**src/rtl/fifo_wr_arbiter.sv**
```systemverilog
`timescale 1ns/1ps
// fifo_wr_arbiter
// Shares the write port of an 8-deep FIFO among N_REQ valid/ready producers
// in the FIFO write-clock domain. One producer is granted at a time in
// round-robin order, for at most MAX_BURST words per grant. The FIFO full flag
// is honoured, so no write is ever issued while the FIFO is full.
//
// Ports:
//   wclk        write-domain clock, rising edge
//   rst_n       asynchronous active-low reset
//   req_valid   per-requester word valid            [N_REQ]
//   req_data    per-requester data, i at [i*DW+:DW] [N_REQ*DW]
//   req_ready   per-requester accept                [N_REQ]
//   fifo_full   FIFO full flag
//   fifo_wr_en  FIFO write enable
//   fifo_din    FIFO write data                     [DW]
//   grant_id    granted requester (valid when busy) [IDW]
//   busy        a grant is active
//   xfer_count  words written since reset, wraps    [16]
module fifo_wr_arbiter #(
  parameter int N_REQ     = 4,
  parameter int DW        = 16,
  parameter int MAX_BURST = 4,
  parameter int IDW       = 2
) (
  input  logic                wclk,
  input  logic                rst_n,
  input  logic [N_REQ-1:0]    req_valid,
  input  logic [N_REQ*DW-1:0] req_data,
  output logic [N_REQ-1:0]    req_ready,
  input  logic                fifo_full,
  output logic                fifo_wr_en,
  output logic [DW-1:0]       fifo_din,
  output logic [IDW-1:0]      grant_id,
  output logic                busy,
  output logic [15:0]         xfer_count
);

  typedef enum logic [0:0] {
    ST_IDLE  = 1'b0,
    ST_GRANT = 1'b1
  } state_e;

  localparam logic [3:0]     MAX_BURST_C = 4'(MAX_BURST);
  // Reset value of last_winner makes requester 0 the first candidate.
  localparam logic [IDW-1:0] LAST_RST_C  = IDW'(N_REQ - 1);

  state_e           state_q, state_d;
  logic             busy_q, busy_d;
  logic [IDW-1:0]   grant_id_q, grant_id_d;
  logic [3:0]       burst_cnt_q, burst_cnt_d;
  logic [IDW-1:0]   last_winner_q, last_winner_d;
  logic [15:0]      xfer_count_q, xfer_count_d;

  logic             gnt_valid_s;
  logic [DW-1:0]    gnt_data_s;
  logic             transfer_s;
  logic             any_valid_s;
  logic             grant_exit_s;

  // Round-robin pick: first requester with valid set, scanning from the one
  // after 'last' and wrapping mod N_REQ; 'last' itself is the final candidate.
  function automatic logic [IDW-1:0] rr_pick(input logic [N_REQ-1:0] v,
                                             input logic [IDW-1:0]   last);
    logic [IDW-1:0]   pick;
    logic             found;
    logic [N_REQ-1:0] shifted;
    int               idx;
    pick  = last;
    found = 1'b0;
    for (int k = 1; k <= N_REQ; k++) begin
      idx     = (int'(last) + k) % N_REQ;
      shifted = v >> idx;
      if (!found && shifted[0]) begin
        pick  = IDW'(idx);
        found = 1'b1;
      end else begin
        pick  = pick;
      end
    end
    return pick;
  endfunction

  // Select the granted requester's valid/data and drive the per-requester readies.
  always_comb begin
    gnt_valid_s = 1'b0;
    gnt_data_s  = '0;
    req_ready   = '0;
    for (int i = 0; i < N_REQ; i++) begin
      if (grant_id_q == IDW'(i)) begin
        gnt_valid_s  = req_valid[i];
        gnt_data_s   = req_data[i*DW +: DW];
        req_ready[i] = busy_q && !fifo_full;
      end else begin
        req_ready[i] = 1'b0;
      end
    end
  end

  // FIFO write side is purely combinational off the registered grant, so a
  // reset drops it immediately through busy_q.
  always_comb begin
    transfer_s  = busy_q && gnt_valid_s && !fifo_full;
    any_valid_s = |req_valid;
    fifo_wr_en  = transfer_s;
    if (busy_q) begin
      fifo_din = gnt_data_s;
    end else begin
      fifo_din = '0;
    end
  end

  // Next-state logic for the grant FSM, burst counter and word counter.
  always_comb begin
    state_d       = state_q;
    busy_d        = busy_q;
    grant_id_d    = grant_id_q;
    burst_cnt_d   = burst_cnt_q;
    last_winner_d = last_winner_q;
    grant_exit_s  = 1'b0;

    if (transfer_s) begin
      xfer_count_d = xfer_count_q + 16'd1;
    end else begin
      xfer_count_d = xfer_count_q;
    end

    case (state_q)
      ST_IDLE: begin
        if (any_valid_s) begin
          state_d     = ST_GRANT;
          busy_d      = 1'b1;
          grant_id_d  = rr_pick(req_valid, last_winner_q);
          burst_cnt_d = 4'd0;
        end else begin
          state_d     = ST_IDLE;
        end
      end
      ST_GRANT: begin
        // Full alone never ends a grant: with valid held, nothing here moves.
        grant_exit_s = (transfer_s && ((burst_cnt_q + 4'd1) == MAX_BURST_C)) ||
                       !gnt_valid_s;
        if (transfer_s) begin
          burst_cnt_d = burst_cnt_q + 4'd1;
        end else begin
          burst_cnt_d = burst_cnt_q;
        end
        if (grant_exit_s) begin
          last_winner_d = grant_id_q;
          if (any_valid_s) begin
            // Zero-bubble handover; the current holder may win again.
            grant_id_d  = rr_pick(req_valid, grant_id_q);
            burst_cnt_d = 4'd0;
          end else begin
            state_d     = ST_IDLE;
            busy_d      = 1'b0;
            burst_cnt_d = 4'd0;
          end
        end else begin
          last_winner_d = last_winner_q;
        end
      end
      default: begin
        state_d       = ST_IDLE;
        busy_d        = 1'b0;
        grant_id_d    = '0;
        burst_cnt_d   = 4'd0;
        last_winner_d = LAST_RST_C;
      end
    endcase
  end

  // State registers; an in-flight word is dropped by the async reset.
  always_ff @(posedge wclk or negedge rst_n) begin
    if (!rst_n) begin
      state_q       <= ST_IDLE;
      busy_q        <= 1'b0;
      grant_id_q    <= '0;
      burst_cnt_q   <= 4'd0;
      last_winner_q <= LAST_RST_C;
      xfer_count_q  <= 16'd0;
    end else begin
      state_q       <= state_d;
      busy_q        <= busy_d;
      grant_id_q    <= grant_id_d;
      burst_cnt_q   <= burst_cnt_d;
      last_winner_q <= last_winner_d;
      xfer_count_q  <= xfer_count_d;
    end
  end

  assign grant_id   = grant_id_q;
  assign busy       = busy_q;
  assign xfer_count = xfer_count_q;

endmodule

```
**config.mk**
```make
export PLATFORM = sky130hd
export DESIGN_NAME = fifo_wr_arbiter
export DESIGN_NICKNAME = d
export VERILOG_FILES = /design/src/rtl/fifo_wr_arbiter.sv
export SDC_FILE = /design/constraint.sdc
export NUM_CORES = 1
export LEC_CHECK = 0
export BUFFER_PORTS_ARGS = -buffer_cell sky130_fd_sc_hd__buf_2
export CORE_MARGIN = 2
export CORE_UTILIZATION = 45
export CTS_CLUSTER_SIZE = 8
export DETAILED_ROUTE_END_ITERATION = 8
export GPL_ROUTABILITY_DRIVEN = 0
export PLACE_DENSITY_LB_ADDON = 0.08
export SYNTH_ARGS = -nofsm -noshare
export SYNTH_HDL_FRONTEND = slang
export SYNTH_SLANG_ARGS = --single-unit
```
**constraint.sdc**
```tcl
create_clock -name wclk -period 4.9 [get_ports wclk]
set_clock_uncertainty 0.1 [all_clocks]
set_input_delay 0 -clock wclk [delete_from_list [all_inputs] [get_ports wclk]]
set_output_delay 0 -clock wclk [all_outputs]
set_load 0.02 [all_outputs]
```
==> metrics.yaml <==
outcome: "finished, final reports clean"
io_buffers: 110
hp-class: "input pin to flip-flop"
power.density_nw_per_um2: 533
synth_area_per_cell_um2: 8.53
fin_util: 0.595
numCtsBuffers: 3
path_clk_slew_ns: 0.09
area_growth_pct: 27.8
rows: 25
grt_max_degree: 37
grt_pass1_wl_um: 9020
first_pass_iters: 4
core_um2: 4720
routedWlPerCell_um: 13.7
fin_crit_sh: 0.644
track_usage: 0.206
yosys_most_used_dff: "dfrtp_1"
cts-root-buf: "clkbuf_8"
htree_levels: 1
diodes: 0
critPathCaptureType: "output pin"
die_area_um2: 5460
crit_arrival_ns: 3.06
drc_errors: 0
startpoint: "grant_id[1]"
initial_core_util: 0.466
hold_violations: 0
max_slew_margin: 0.243
cts_sinks: 26
viasPerCell: 5.18
first_global_vias: 1995
layout_common_cells: "buf_2, nor2b_1, dfrtp_1, nor3_1, a21oi_1"
cts_buffer_depth: 2
synth_seq_cells: 26
fillers: 448
syn_inst: 258
timing.fmax_ghz: 0.317
synth_nets: 335
yosysSeqAreaShare: 0.297
grt_overflow_total: 0
io_pins: 111
cp_max_fo: 20
antenna_found_initial: 0
rsz0062_at_grt: "false"
async_flop_share: 1.00
die_x_um: 73.9
clock_latency_ns: 0.27
tightestPinTransition_ns: 1.13
tns_ns: 0
drt_iter0_markers: 78
cap_violations: 0
ant_nets: 0
ys_warn_count: 0
ir_drop_v: 0.000329
drive_above_1_share: 0.375
r2r-start: "grant_id[0]"
min_period_ns: 3.16
final_nets: 433
ys_types: 46
setup_violations: 0
hold_start: "fifo_full"
criticalPathCategory: "flip-flop to output pin"
final_common_cell: "buf_2"
maxSlewViolCount: 0
critPathRequiredTime_ns: 4.80
die_height_um: 73.9
cts_tree: "yes"
critPathLaunchType: "flip-flop"
synth_edf_count: 0
dp_hpwl_um: 4360
postCtsSetupRepairBufs: 0
vias: 2185
drt_wl_total_um: 5780
seq_area_um2: 653
syn_area_um2: 2200
p_leak_nw: 1.37
multiInputGateArea_um2: 1390
## cells in the mapped netlist (2+ instances only)
library cell,count,area share
buf_6,2,0.010
mux2_2,2,0.010
dfstp_2,2,0.024
a32oi_1,2,0.0080
a221oi_1,16,0.064
or3_1,2,0.0057
buf_2,4,0.0091
nand4_1,5,0.014
xor2_1,4,0.016
nand2_1,13,0.022
dfrtp_1,24,0.27
nor3_1,17,0.039
nand2b_1,5,0.014
o21ai_0,3,0.0068
nor3_2,5,0.023
nand3_1,9,0.020
a22oi_1,2,0.0068
o22ai_1,2,0.0057
o221ai_1,2,0.0080
and2_1,5,0.014
a31oi_1,3,0.0085
mux2i_1,3,0.014
inv_1,15,0.026
nor2_1,9,0.015
ha_1,6,0.034
o211ai_1,2,0.0068
clkbuf_1,11,0.019
mux4_2,3,0.031
xnor2_1,12,0.048
a21oi_1,17,0.039
nor2b_1,36,0.10
## critical path, stage by stage (launching register included)
cell and delay, ns:
dfrtp_1 0.52, inv_1 0.11, ha_1 0.44, nor2b_1 0.97, a221oi_1 0.17, nor3_1 0.19, a21oi_1 0.06, nor2b_1 0.14
buf_2 0.18
## routing by layer
layer | GRT usage | up-vias | routed length [µm] | share of wire
li1 | - | 1113 | - | -
met1 | 0.290 | 992 | 2610 | 0.45
met2 | 0.333 | 73 | 2750 | 0.47
met3 | 0.0219 | 7 | 339 | 0.059
met4 | 0.0667 | 0 | 84 | 0.015
met5 | 0 | - | 0 | 0
## stage by stage
| stage | setup slack (ns) | hold slack (ns) | std cells | power [W] | area [µm²] |
|---|---|---|---|---|---|
| finish | 1.74 | 0.0965 | 422 | 0.00150 | 2810 |
| global route | 1.33 | 0.125 | 422 | 0.00165 | 2810 |
| CTS | 1.76 | 0.0822 | 422 | 0.00150 | 2810 |
| detailed placement | 1.95 | -0.0618 | 417 | 0.00136 | 2750 |
| global placement | 2.03 | -0.0674 | 417 | 0.00135 | 2750 |
| floorplan | 2.61 | -0.396 | 258 | 0.00114 | 2200 |
## repair_timing
item,CTS,global route
endpoints found under the hold margin,26,0
resized for setup,0,0
hold buffers,1,0
## where the power goes
part / leakage [nW] / switching (W) / internal, W
Sequential: 0.322 / 0.0000765 / 0.000264
Combinational: 1.02 / 0.000581 / 0.000437
Clock: 0.0288 / 0.0000675 / 0.0000719
Total: 1.37 / 0.000725 / 0.000773
## state kept, by name, summed over array words and instances, names as in the netlist
signal and count:
last_winner_q 2, xfer_count 16, busy 1, burst_cnt_q 4
grant_id 2, state_q 1
## logic make-up (layout without fill, tap and decap cells)
logic type,Yosys count,after routing,synth area share
fa+ha+maj,6,6,0.0341
flops,26,26,0.297
buf+inv,35,132,0.0711
mux,8,8,0.0546
simple gates,113,113,0.300
xor+xnor,16,16,0.0637
compound gates,54,54,0.179
## final cells by class
class / instances / area share
Clock buffer: 4 / 0.0196
Inverter: 16 / 0.0214
Multi-Input combinational cell: 197 / 0.495
Sequential cell: 26 / 0.232
Tap cell: 67 / 0.0298
Timing Repair Buffer: 112 / 0.202
## path summary, 6_finish.rpt
path,endpoint,slack (ns),cells past startpoint
min reg2reg,xfer_count[15],0.37,1
max,fifo_din[10],1.74,8
max reg2reg,xfer_count[4],1.95,8
min in group asynchronous,xfer_count[1],0.16,2
max in group asynchronous,last_winner_q[1],4.16,2
min,burst_cnt_q[2],0.1,4
(Power assumes the default switching activity.)
